===== src/rtl/uart_pkg.sv =====
`default_nettype none
// +------------------------------------------------------------------+
// | Module   : uart_pkg                                              |
// | Brief    : Shared state encoding and parity constants for the    |
// |            FIFO-fed UART transmitter.                            |
// | Revision : 1.0                                                   |
// +------------------------------------------------------------------+
package uart_pkg;

  localparam int c_CLKS_PER_BIT_DEFAULT = 16;

  localparam logic c_PARITY_EVEN = 1'b0;
  localparam logic c_PARITY_ODD  = 1'b1;

  localparam logic [2:0] c_ST_IDLE   = 3'd0;
  localparam logic [2:0] c_ST_FETCH  = 3'd1;
  localparam logic [2:0] c_ST_LOAD   = 3'd2;
  localparam logic [2:0] c_ST_START  = 3'd3;
  localparam logic [2:0] c_ST_DATA   = 3'd4;
  localparam logic [2:0] c_ST_PARITY = 3'd5;
  localparam logic [2:0] c_ST_STOP   = 3'd6;

  typedef enum logic [2:0] {
    ST_IDLE   = c_ST_IDLE,
    ST_FETCH  = c_ST_FETCH,
    ST_LOAD   = c_ST_LOAD,
    ST_START  = c_ST_START,
    ST_DATA   = c_ST_DATA,
    ST_PARITY = c_ST_PARITY,
    ST_STOP   = c_ST_STOP
  } state_t;

endpackage
`default_nettype wire


===== src/rtl/uart_baud_cnt.sv =====
`default_nettype none
// +------------------------------------------------------------------+
// | Module   : uart_baud_cnt                                         |
// | Brief    : Per-bit cycle counter; tick marks the last cycle of a |
// |            bit, pre_tick the cycle before it.                    |
// | Revision : 1.0                                                   |
// +------------------------------------------------------------------+
module uart_baud_cnt
  import uart_pkg::*;
#(
  parameter int CLKS_PER_BIT = c_CLKS_PER_BIT_DEFAULT
) (
  input  logic clk,
  input  logic rst,
  input  logic clr,
  output logic tick,
  output logic pre_tick
);

  localparam int                 c_CNT_W = $clog2(CLKS_PER_BIT);
  localparam logic [c_CNT_W-1:0] c_LAST  = c_CNT_W'(CLKS_PER_BIT - 1);
  localparam logic [c_CNT_W-1:0] c_PRE   = c_CNT_W'(CLKS_PER_BIT - 2);

  logic [c_CNT_W-1:0] r_cnt;

  always_ff @(posedge clk or posedge rst) begin
    if (rst) begin
      r_cnt <= '0;
    end else if (clr || (r_cnt == c_LAST)) begin
      r_cnt <= '0;
    end else begin
      r_cnt <= r_cnt + c_CNT_W'(1);
    end
  end

  assign tick     = (r_cnt == c_LAST);
  // Lets the owner register a last-cycle strobe one cycle ahead.
  assign pre_tick = (r_cnt == c_PRE);

endmodule
`default_nettype wire


===== src/rtl/fifo_uart_tx.sv =====
`default_nettype none
// +------------------------------------------------------------------+
// | Module   : fifo_uart_tx                                          |
// | Brief    : Pops words from a synchronous FIFO and serialises     |
// |            them as UART frames (start, LSB-first, parity, stop). |
// | Revision : 1.0                                                   |
// +------------------------------------------------------------------+
module fifo_uart_tx
  import uart_pkg::*;
#(
  parameter int DATAWIDTH    = 8,
  parameter int CLKS_PER_BIT = c_CLKS_PER_BIT_DEFAULT,
  parameter int PARITY_EN    = 0,
  parameter int PARITY_ODD   = 0
) (
  input  logic                 clk,
  input  logic                 rst,
  input  logic                 f_empty,
  input  logic [DATAWIDTH-1:0] fifo_data,
  output logic                 fifo_rd_en,
  output logic                 tx,
  output logic                 busy,
  output logic                 tx_done
);

  localparam int                 c_BIT_W    = $clog2(DATAWIDTH + 1);
  localparam logic [c_BIT_W-1:0] c_LAST_BIT = c_BIT_W'(DATAWIDTH - 1);
  localparam logic               c_PAR_SEL  = (PARITY_ODD != 0) ? c_PARITY_ODD : c_PARITY_EVEN;

  state_t               r_state,   w_state_n;
  logic [DATAWIDTH-1:0] r_shift,   w_shift_n;
  logic [c_BIT_W-1:0]   r_bit_cnt, w_bit_cnt_n;
  logic                 r_parity,  w_parity_n;
  logic                 w_tx_n;
  logic                 w_clr;
  logic                 w_tick;
  logic                 w_pre_tick;
  logic                 r_tx;
  logic                 r_rd_en;
  logic                 r_busy;
  logic                 r_tx_done;

  assign w_clr = (r_state == ST_IDLE) || (r_state == ST_FETCH) || (r_state == ST_LOAD);

  uart_baud_cnt #(
    .CLKS_PER_BIT (CLKS_PER_BIT)
  ) u_baud (
    .clk      (clk),
    .rst      (rst),
    .clr      (w_clr),
    .tick     (w_tick),
    .pre_tick (w_pre_tick)
  );

  always_comb begin
    w_state_n   = r_state;
    w_shift_n   = r_shift;
    w_bit_cnt_n = r_bit_cnt;
    w_parity_n  = r_parity;
    w_tx_n      = 1'b1;

    case (r_state)
      ST_IDLE:   if (!f_empty) w_state_n = ST_FETCH;
      ST_FETCH:  w_state_n = ST_LOAD;
      ST_LOAD: begin
        w_shift_n   = fifo_data;
        w_parity_n  = (^fifo_data) ^ c_PAR_SEL;
        w_bit_cnt_n = '0;
        w_state_n   = ST_START;
      end
      ST_START:  if (w_tick) w_state_n = ST_DATA;
      ST_DATA: begin
        if (w_tick) begin
          if (r_bit_cnt == c_LAST_BIT) begin
            w_state_n = (PARITY_EN != 0) ? ST_PARITY : ST_STOP;
          end else begin
            w_bit_cnt_n = r_bit_cnt + c_BIT_W'(1);
            w_shift_n   = r_shift >> 1;
          end
        end
      end
      ST_PARITY: if (w_tick) w_state_n = ST_STOP;
      ST_STOP:   if (w_tick) w_state_n = ST_IDLE;
      default:   w_state_n = ST_IDLE;
    endcase

    // Line level follows the state being entered so tx is a clean flop.
    case (w_state_n)
      ST_START:  w_tx_n = 1'b0;
      ST_DATA:   w_tx_n = w_shift_n[0];
      ST_PARITY: w_tx_n = w_parity_n;
      default:   w_tx_n = 1'b1;
    endcase
  end

  always_ff @(posedge clk or posedge rst) begin
    if (rst) begin
      r_state   <= ST_IDLE;
      r_shift   <= '0;
      r_bit_cnt <= '0;
      r_parity  <= 1'b0;
      r_tx      <= 1'b1;
      r_rd_en   <= 1'b0;
      r_busy    <= 1'b0;
      r_tx_done <= 1'b0;
    end else begin
      r_state   <= w_state_n;
      r_shift   <= w_shift_n;
      r_bit_cnt <= w_bit_cnt_n;
      r_parity  <= w_parity_n;
      r_tx      <= w_tx_n;
      r_rd_en   <= (w_state_n == ST_FETCH);
      r_busy    <= (w_state_n != ST_IDLE);
      r_tx_done <= (r_state == ST_STOP) && w_pre_tick;
    end
  end

  assign tx         = r_tx;
  assign fifo_rd_en = r_rd_en;
  assign busy       = r_busy;
  assign tx_done    = r_tx_done;

endmodule
`default_nettype wire

===== config.mk =====
export PLATFORM = sky130hd
export DESIGN_NAME = fifo_uart_tx
export DESIGN_NICKNAME = d
export VERILOG_FILES = /design/src/rtl/uart_pkg.sv /design/src/rtl/uart_baud_cnt.sv /design/src/rtl/fifo_uart_tx.sv
export SDC_FILE = /design/constraint.sdc
export NUM_CORES = 1
export LEC_CHECK = 0
export ABC_AREA = 1
export CORE_ASPECT_RATIO = 0.5
export CORE_MARGIN = 4
export CORE_UTILIZATION = 30
export CTS_CLUSTER_DIAMETER = 200
export CTS_CLUSTER_SIZE = 12
export DETAILED_ROUTE_END_ITERATION = 10
export DONT_BUFFER_PORTS = 1
export SKIP_CTS_REPAIR_TIMING = 1
export SLEW_MARGIN = 20
export SYNTH_ARGS = -nofsm -noshare
export SYNTH_HDL_FRONTEND = slang
export SYNTH_SLANG_ARGS = --single-unit

===== constraint.sdc =====
create_clock -name clk -period 3.45 [get_ports clk]
set_input_delay 0 -clock clk [delete_from_list [all_inputs] [get_ports clk]]
set_output_delay 0 -clock clk [all_outputs]
set_load 0.02 [all_outputs]

Word level (Yosys, flattened, before mapping)
Cells that the tools add are included.
{"block": "op_classes", "n_addsub": 2, "eq_ne": 15, "n_mux": 16, "reduce_logical": 9}
{"operator": "$pmux W3 S7", "n": 1}
{"operator": "$mux W3", "n": 6}
{"operator": "$mux W8", "n": 2}
{"operator": "$pmux W8 S2", "n": 1}
{"operator": "$eq A3 B3 Y1 const B", "n": 5}
{"operator": "$mux W4", "n": 3}
{"operator": "$eq A3 B2 Y1 const B", "n": 3}
{"operator": "$add A4 B1 Y4 const B", "n": 2}
{"operator": "$eq A4 B4 Y1 const B", "n": 2}
{"operator": "$pmux W4 S2", "n": 1}
{"operator": "$reduce_xor A8 Y1", "n": 1}
{"operator": "$eq A3 B1 Y1 const B", "n": 2}
{"operator": "$eq A4 B3 Y1 const B", "n": 1}
{"operator": "$logic_not A3 Y1", "n": 1}
{"operator": "$logic_or A1 B1 Y1", "n": 3}
{"operator": "$pmux W1 S3", "n": 1}
{"operator": "$reduce_and A3 Y1", "n": 1}
{"operator": "$reduce_bool A3 Y1", "n": 1}
{"operator": "$ne A2 B1 Y1 const B", "n": 1}
{"operator": "$ne A2 B2 Y1 const B", "n": 1}
{"operator": "$reduce_bool A2 Y1", "n": 1}
{"operator": "$logic_and A1 B1 Y1", "n": 1}
{"operator": "$mux W1", "n": 1}
{"block": "totals", "ff_bits": 24, "in_bits": 11, "output_inout_bits": 4}

Longest topological paths before layout
Gate-level depths: netlist of run 1.
{"block": "depth", "ltp_word": 6, "ltp_mapped": 11, "depth_no_buf": 10}

By module
From an unflattened synthesis of run 1, not the netlist that was laid out.
{"block": "unflattened", "cells_unflattened": 189, "area_unflattened_um2": 1450.1}
{"mod": "fifo_uart_tx", "n_inst": 1, "cells_each": 166, "area_each_um2": 1243.7, "seq_area_each_um2": 501.7}
{"mod": "uart_baud_cnt", "n_inst": 1, "cells_each": 23, "area_each_um2": 206.4, "seq_area_each_um2": 100.1}

Worst setup path before layout of run 1
OpenSTA, ideal clock, no wires.
{"block": "synth_path", "kind": "register -> register", "startpoint": "reg u_baud.r_cnt[0]", "endpoint": "reg r_bit_cnt[3]", "setup_time_ps": 122, "arrival_ps": 1260, "required_ps": 3328, "setup_slack_ps": 2068, "path_stages_with_launch": 9, "period_less_slack_ps": 1382, "cell_sequence": "dfrtp_1 -> ha_1 -> nand3_2 -> nor2_2 -> nand2_2 -> nand2_4 -> inv_4 -> nor3_1 -> nor2_1"}
{"block": "synth_via", "elab_chain_len": 3}
{"item": "start, declared", "line_no": "uart_baud_cnt.sv:24", "rtl": "logic [c_CNT_W-1:0] r_cnt;"}
{"item": "start signal, assigned", "line_no": "uart_baud_cnt.sv:32", "rtl": "r_cnt <= r_cnt + c_CNT_W'(1);"}
{"item": "$eq A4 B4 Y1", "line_no": "uart_baud_cnt.sv:36", "rtl": "assign tick = (r_cnt == c_LAST);"}
{"item": "$ne A2 B1 Y1 (no line)"}
{"item": "$reduce_and A3 Y1 (no line)"}
{"item": "end signal, assigned", "line_no": "fifo_uart_tx.sv:109", "rtl": "r_bit_cnt <= w_bit_cnt_n;"}
{"item": "end, declared", "line_no": "fifo_uart_tx.sv:32", "rtl": "logic [c_BIT_W-1:0] r_bit_cnt, w_bit_cnt_n;"}
No other way between the ends.
A chain may end at the register's enable or synchronous reset.

Worst setup path after layout of run 1
Ends and elaborated chain as after synthesis.

==> results of run 1 <==
power by group through the flow:
stage          sequential (W)  clock, W  combinational [W]
6_report             0.000292  0.000248          0.0000484
5_1_grt              0.000292  0.000267          0.0000566
4_1_cts              0.000292  0.000255          0.0000396
3_5_place_dp         0.000297         0          0.0000394
3_3_place_gp         0.000297         0          0.0000382
2_1_floorplan        0.000296         0          0.0000347
metrics by stage:
stage                     std cells  area (um^2)  utilization  power (W)  setup WS (ns)
after floorplan                 177         1380            -   0.000331           2.07
after global placement          229         1430        0.322   0.000335           1.93
after detailed placement        229         1430        0.322   0.000337           1.90
after CTS                       233         1500        0.338   0.000586           1.87
after global routing            243         1600        0.361   0.000616           1.72
final                           243         1600        0.361   0.000588           1.88
layout make-up:
type                            count  area share
Tap cell                           57      0.0447
Clock inverter                      1      0.0188
Clock buffer                        3      0.0259
Sequential cell                    24       0.377
Timing Repair Buffer               10      0.0627
Inverter                           29      0.0697
Multi-Input combinational cell    119       0.401
tightest hold or removal path, delay by kind of cell:
family / cells / cell delay (ns)
xor gates and xnor gates: 1 / 0.04
and+or+nand+nor: 5 / 0.34
buffers and inverters: 1 / 0.04
flip-flops by register name, summed over array words and instances (netlist names):
name and flops:
r_shift 8, r_state 3, fifo_rd_en 1, r_bit_cnt 4
tx 1, r_parity 1, u_baud.r_cnt 4, tx_done 1
busy 1
logic make-up after synthesis:
group / Yosys count
flops: 24
buf+inv: 34
simple gates: 88
xor+xnor: 7
compound gates: 21
fa+ha+maj: 3
how the worst min path moves through the flow:
stage	startpoint	end	cells after the start
after floorplan	rst	busy	1
after global placement	f_empty	fifo_rd_en	1
after detailed placement	f_empty	fifo_rd_en	1
after CTS	f_empty	fifo_rd_en	1
after global routing	fifo_data[1]	r_parity	7
final	fifo_data[1]	r_parity	7
cell usage in the layout (no fill, tap or decap), drive strengths merged:
cell	count
nand2	49
inv	29
dfrtp	23
nor2	18
nand3	11
dlygate4sd3	10
o21ai	8
nor3	5
a21oi	4
xnor2	4
a22oi	3
o221ai	3
xor2	3
ha	3
clkbuf	3
or2	2
nand4	2
o22ai	1
o21a	1
nor4	1
a22o	1
bufinv	1
dfstp	1
layer usage:
layer / track usage / wire length, um / up-vias
li1: - / - / 579
met1: 0.118 / 1320 / 521
met2: 0.167 / 1160 / 13
met3: 0.0267 / 95 / 2
met4: 0.0284 / 21 / 0
met5: 0 / 0 / -
==> results.md, run 1 <==
* Drt first-iter violations at 32
* Core area at 4420 um^2
* Top post-synthesis cells by area: dfrtp_1 42%, nand2_1 12%, inv_1 6.8%, nor2_1 4.3%, nand3_1 3.6%
* Simple-gate area share of the yosys netlist at 0.294
* H-tree Lvls at 1
* Fmax at 0.635 GHz
* Row count at 17
* Setup tns final at 0 ns
* Die Span Y at around 56 um
* Hold_ws at 0.170 ns
* Mean Syn Cell Area at approximately 7.8 um^2
* Slowest CP cell: dfrtp_1
* Setup crit end: r_bit_cnt[3]
* RSZ-0062 raised after global routing: no
* Area growth, synth to finish at 15.4%
* Clock Latency Late Sink at roughly 0.27 ns
* Initial Util at 0.313
* Status: finished, final reports clean
* IO Pins at 15
* Largest family of logic cells by synthesized area: simple AND/OR/NAND/NOR gates
* Most area-hungry cell type in the Yosys netlist: dfrtp_1
* Pre-Repair DR Iteration Count at 4
* Worst setup SP type: flip-flop
* Cell family with most CP delay: simple AND/OR/NAND/NOR gates
* Logic pwr share at 0.082
* Initial antenna violation count at 0
* Post-synth net total at 191
* Root Buffer: clkbuf_8
* Internal power at 0.000466 W
* I/O Buffers at 0
* Multiplexer area fraction after synthesis at 0
* Critical path arrival at between 1.5 and 2 ns
* Hold Crit Class: input pin to flip-flop
* Flops & latches, synth at 24
* Pwr/cell area at between 300 and 400 nW/um^2
* GRT Total Usage at 0.0965
* Number of buffers created by CTS at 3
* Setup CP Type: flip-flop to flip-flop
* Share of the synthesized area in the top cell type at 0.416
* Area of the multi-input gates at 641 um^2
* Post-Synth XOR/XNOR Area at 0.0443
* WP buf/inv at 1
* Synth Flop Type: dfrtp_1
* Detail Route Antenna Nets at 0
* Crit path capture type: flip-flop
* Lkg Pwr at slightly below 0.8 nW
* Most frequent cell after synthesis: nand2_1
* Clk pwr share at 0.422
* First-pass GRT wire length at between 4 and 5 mm
* Die Width at ~100 um
* Worst vdd ir at approximately 0.13 mV
* Switching Share at 0.207
* Synth cell count leaders: 46 x nand2_1, 25 x inv_1, 23 x dfrtp_1
* Adder-cell share of the synthesized area at 0.0271
* Max incr delay on CP at ~0.4 ns
* Cell Area, Synth at 1380 um^2
* Detail Placement HPWL at between 2 and 2.5 mm
* Fraction of layout cells with a size suffix above 1 at 0.102
* Die area at just under 6000 um^2
* Synth cell types at 32
* Reg-to-reg endpoint: r_bit_cnt[3]
* Vias in the first global route at about 1100
* FF-to-FF setup slack at 1.88 ns
* Longest Clk Path Bufs at 2
* Clock sink total at 24
* Worst Path Max Fanout at 8
* WL/cell at between 10 and 15 um
* Rel. slew slack at 0.390
* Clk pin slew, worst setup/hold paths at ~0.09 ns
* Final Hold Viols at 0
* Drt drc at 0
* EDFF count, synth at 0
* Sw power at around 0.00012 W
* Synth Area in Compound Gates at 0.0976
* Tmin final at between 1.5 and 2 ns
* Placer Congestion at around 0.74
* Worst-path cell chain: ha_1, nand3_2, nor2_2, nand2_2, nand2_4, inv_4, o21ai_2, nand2_1, nor2_1
* FFs w/ async S/R, synth at 1.00
* Mapped Cells at 177
* Worst-case reg-to-reg path depth at 9
* Fillers at roughly 470
* Layout Nets at 201
* Largest net degree at the start of global routing at 25
* Critical path data required time at approximately 3.7 ns
* Number of cells on the critical path at 9
* Max-slew violations at 0
* # setup viols final at 0
* TritonCTS clock tree: built
* Worst-margin pin slew at a little over 0.9 ns
* Yosys warns at 0
* Sequential power share at 0.496
* Crit path from: u_baud.r_cnt[0]
* Final period utilization at 0.457
* Post-Route Skew at 0.0114 ns
* Total gr overflow at 0
* Max Cap Viol at 0
* Seq. cell area at between 600 and 700 um^2
* Sequential area share after synthesis at 0.435
* Vias/cell at roughly 4.6
* Final wirelength at 2.60 mm
* N_diodes at 0
* Worst reg2reg startpoint: u_baud.r_cnt[0]
* Vias at between 1000 and 1500
No activity file was read; power rests on OpenSTA's default activity.
==> inputs of run 2 (changes only) <==
- ABC_AREA: 1 -> 0
- clock period: 3.45 -> 1.35 ns (I/O delays scaled with it)
==> results.md, run 2 <==
* Cell Area, Synth at 1240 um^2 (-10%)
* # setup viols final at 14 (+14)
* Placer Congestion at 0.797 (+7.1%)
* N_diodes at 0 (unchanged)
* Synth Flop Type: dfrtp_1
* Most frequent cells in the layout: 23 x dfrtp_1, 21 x buf_4, 10 x dlygate4sd3_1
* Vias/cell at 4.66 (+1.6%)
* Die area at 5310 um^2 (-9.0%)
* RSZ-0062 raised after global routing: yes
* Worst-path cell chain: ha_1, nand3b_1, a31oi_4, or3_4, a21oi_2
* Critical path arrival at 1.70 ns (-0.07 ns)
* Pre-Repair DR Iteration Count at 4 (unchanged)
* Area of the multi-input gates at 653 um^2 (+2.0%)
* Drt drc at 0 (unchanged)
* Sequential area share after synthesis at 0.483 (+0.0485)
* Flops & latches, synth at 24 (unchanged)
* Worst-margin pin slew at 0.321 ns (-0.592 ns)
* Most frequent cell after synthesis: dfrtp_1
* Vias at 951 (-15%)
* Die Width at 99.1 um (-4.8%)
* Yosys warns at 0 (unchanged)
* Initial Util at 0.316 (+0.00289)
* Lkg Pwr at 0.743 nW (-5.9%)
* Hold Crit Class: input pin to flip-flop
* Fraction of layout cells with a size suffix above 1 at 0.373 (+0.271)
* Synth cell types at 35 (+9.4%)
* Layout Nets at 165 (-18%)
* Die Span Y at 53.6 um (-4.4%)
* Final Hold Viols at 0 (unchanged)
* Tmin final at 1.50 ns (-0.0758 ns)
* Post-Route Skew at 0.00726 ns (-0.00414 ns)
* IO Pins at 15 (unchanged)
* Clock Latency Late Sink at 0.27 ns (about the same)
* EDFF count, synth at 0 (unchanged)
* Worst setup SP type: flip-flop
* Met3 Usage GRT at 0.0362 (+0.00957)
* Pwr/cell area at 806 nW/um^2 (+120%)
* Final worst slack at -0.149 ns (-2.02 ns)
* Hold_ws at 0.102 ns (-0.0677 ns)
* Mapped Cells at 119 (-33%)
* Critical path data required time at 1.55 ns (-2.10 ns)
* Total gr overflow at 0 (unchanged)
* Detail Route Antenna Nets at 0 (unchanged)
* Largest regs: r_shift: 8 flops, r_bit_cnt: 4 flops, u_baud.r_cnt: 4 flops
* Most flops, register: r_shift
* Placed inst area at 1440 um^2 (+0.97%)
* GRT met2 Usage at 0.172 (+0.00509)
* GRT met1 Usage at 0.134 (+0.0155)
* H-tree Lvls at 1 (unchanged)
* Seq. cell area at 602 um^2 (unchanged)
* Root Buffer: clkbuf_8
* Number of buffers created by CTS at 3 (unchanged)
* First-pass GRT wire length at 4.27 mm (-8.3%)
* Final period utilization at 1.11 (+0.654)
* Vias in the first global route at 885 (-19%)
* Clock sink total at 24 (unchanged)
* Max incr delay on CP at 0.40 ns (about the same)
* Fmax at 0.667 GHz (+5.1%)
* Mean Syn Cell Area at 10.5 um^2 (+34%)
* Crit path capture type: flip-flop
* Most area-hungry cell type in the Yosys netlist: dfrtp_1
* Detail Placement HPWL at 1.88 mm (-6.7%)
* Max reg flops at 8 (unchanged)
* Post-synth net total at 133 (-30%)
* TritonCTS clock tree: built
* Largest net degree at the start of global routing at 25 (unchanged)
* Commonest non-fill, non-tap cell in the layout: dfrtp_1
* Rel. slew slack at 0.786 (+0.396)
* Max Cap Viol at 0 (unchanged)
* Initial antenna violation count at 0 (unchanged)
* Fillers at 358 (-24%)
* Grt peak-use layer: met2
* FFs w/ async S/R, synth at 1.00 (unchanged)
* GRT Total Usage at 0.104 (+0.00711)
* Clk pin slew, worst setup/hold paths at 0.09 ns (about the same)
* Final wirelength at 2.76 mm (+6.0%)
* Worst Path Max Fanout at 7 (-1)
* Row count at 16 (-1)
* I/O Buffers at 0 (unchanged)
* Setup CP Type: flip-flop to flip-flop
* Status: complete, but fails checks
* Longest Clk Path Bufs at 2 (unchanged)
* Max-slew violations at 0 (unchanged)
* Final Cell Area at 1700 um^2 (+6.5%)
* Slowest CP cell: dfrtp_1
* Area growth, synth to finish at 36.6%
* Failing checks: negative setup slack
* WL/cell at 13.5 um (+26%)
* Share of the synthesized area in the top cell type at 0.462 (+0.0464)
* Core area at 3940 um^2 (-11%)
* Worst vdd ir at 0.311 mV (+130%)
* Synth cell count leaders: 23 x dfrtp_1, 17 x nand2_1, 8 x xnor2_1
* Top post-synthesis cells by area: dfrtp_1 46%, xnor2_1 5.6%, nand2_1 5.1%, a22oi_1 3.6%, ha_1 3.0%
* Drt first-iter violations at 26 (-19%)
## run 2: changes by cell type after synthesis, moves of 4 or more
| cell | previous run | this run |
|---|---|---|
| nand2_1 | 46 | 17 |
| inv_1 | 25 | 5 |
| nor2_1 | 16 | 5 |
| nand3_1 | 10 | 4 |
| nand2b_1 | 0 | 4 |
| nor3_1 | 4 | 0 |
| xnor2_1 | 4 | 8 |
## run 2: critical path: cells and delay by family (launching register included)
family | cells | cell delay [ns]
DFF | 1 | 0.40
adders and majority gates | 1 | 0.21
and+or+nand+nor | 2 | 0.53
AOI/OAI and AO/OA | 2 | 0.29
## run 2: logic make-up after synthesis
| logic type | Yosys count | share of synthesized area |
|---|---|---|
| and+or+nand+nor | 44 | 0.195 |
| AOI/OAI and AO/OA | 26 | 0.159 |
| DFF | 24 | 0.483 |
| buffers and inverters | 12 | 0.0603 |
| xor gates and xnor gates | 9 | 0.0633 |
| adders and majority gates | 3 | 0.0302 |
| muxes | 1 | 0.00904 |
## run 2: routing by layer
layer | vias up | share of wire
met1 | 451 | 0.47
met3 | 2 | 0.035
met4 | 0 | 0.0069
met5 | - | 0
li1 | 482 | -
met2 | 16 | 0.49
## run 2: area by class of cell
| class | instances | area share |
|---|---|---|
| repair buffers | 34 | 0.179 |
| inverters | 5 | 0.0110 |
| well taps | 54 | 0.0397 |
| multi-input cells | 83 | 0.384 |
| flip-flops and latches | 24 | 0.354 |
| clock buffers | 4 | 0.0324 |
## run 2: final timing paths
check,slack (ns),endpoint,from,depth (start not counted)
worst max-delay path,-0.15,r_bit_cnt[3],r_bit_cnt[0],5
worst max register to register,-0.15,r_bit_cnt[3],r_bit_cnt[0],5
worst min-delay path,0.10,tx,f_empty,4
max in group asynchronous,0.85,tx,rst,3
worst min register to register,0.51,r_shift[6],r_shift[7],2
min in group asynchronous,0.21,r_bit_cnt[2],rst,3
## run 2: power by group
part	internal, W	total (W)	switching [W]
Sequential	0.000744	0.000765	0.0000214
Clock	0.000260	0.000494	0.000233
Combinational	0.0000610	0.000111	0.0000501
## run 2: metrics by stage
stage | setup TNS [ns] | setup WS, ns | utilization | cells | power, W
final | -1.35 | -0.149 | 0.431 | 204 | 0.00137
after global routing | -2.50 | -0.208 | 0.431 | 204 | 0.00142
after CTS | -1.28 | -0.159 | 0.379 | 191 | 0.00134
after detailed placement | -1.05 | -0.143 | 0.365 | 187 | 0.000856
after global placement | -0.784 | -0.129 | 0.365 | 187 | 0.000854
after floorplan | -1.80 | -0.245 | - | 119 | 0.000836
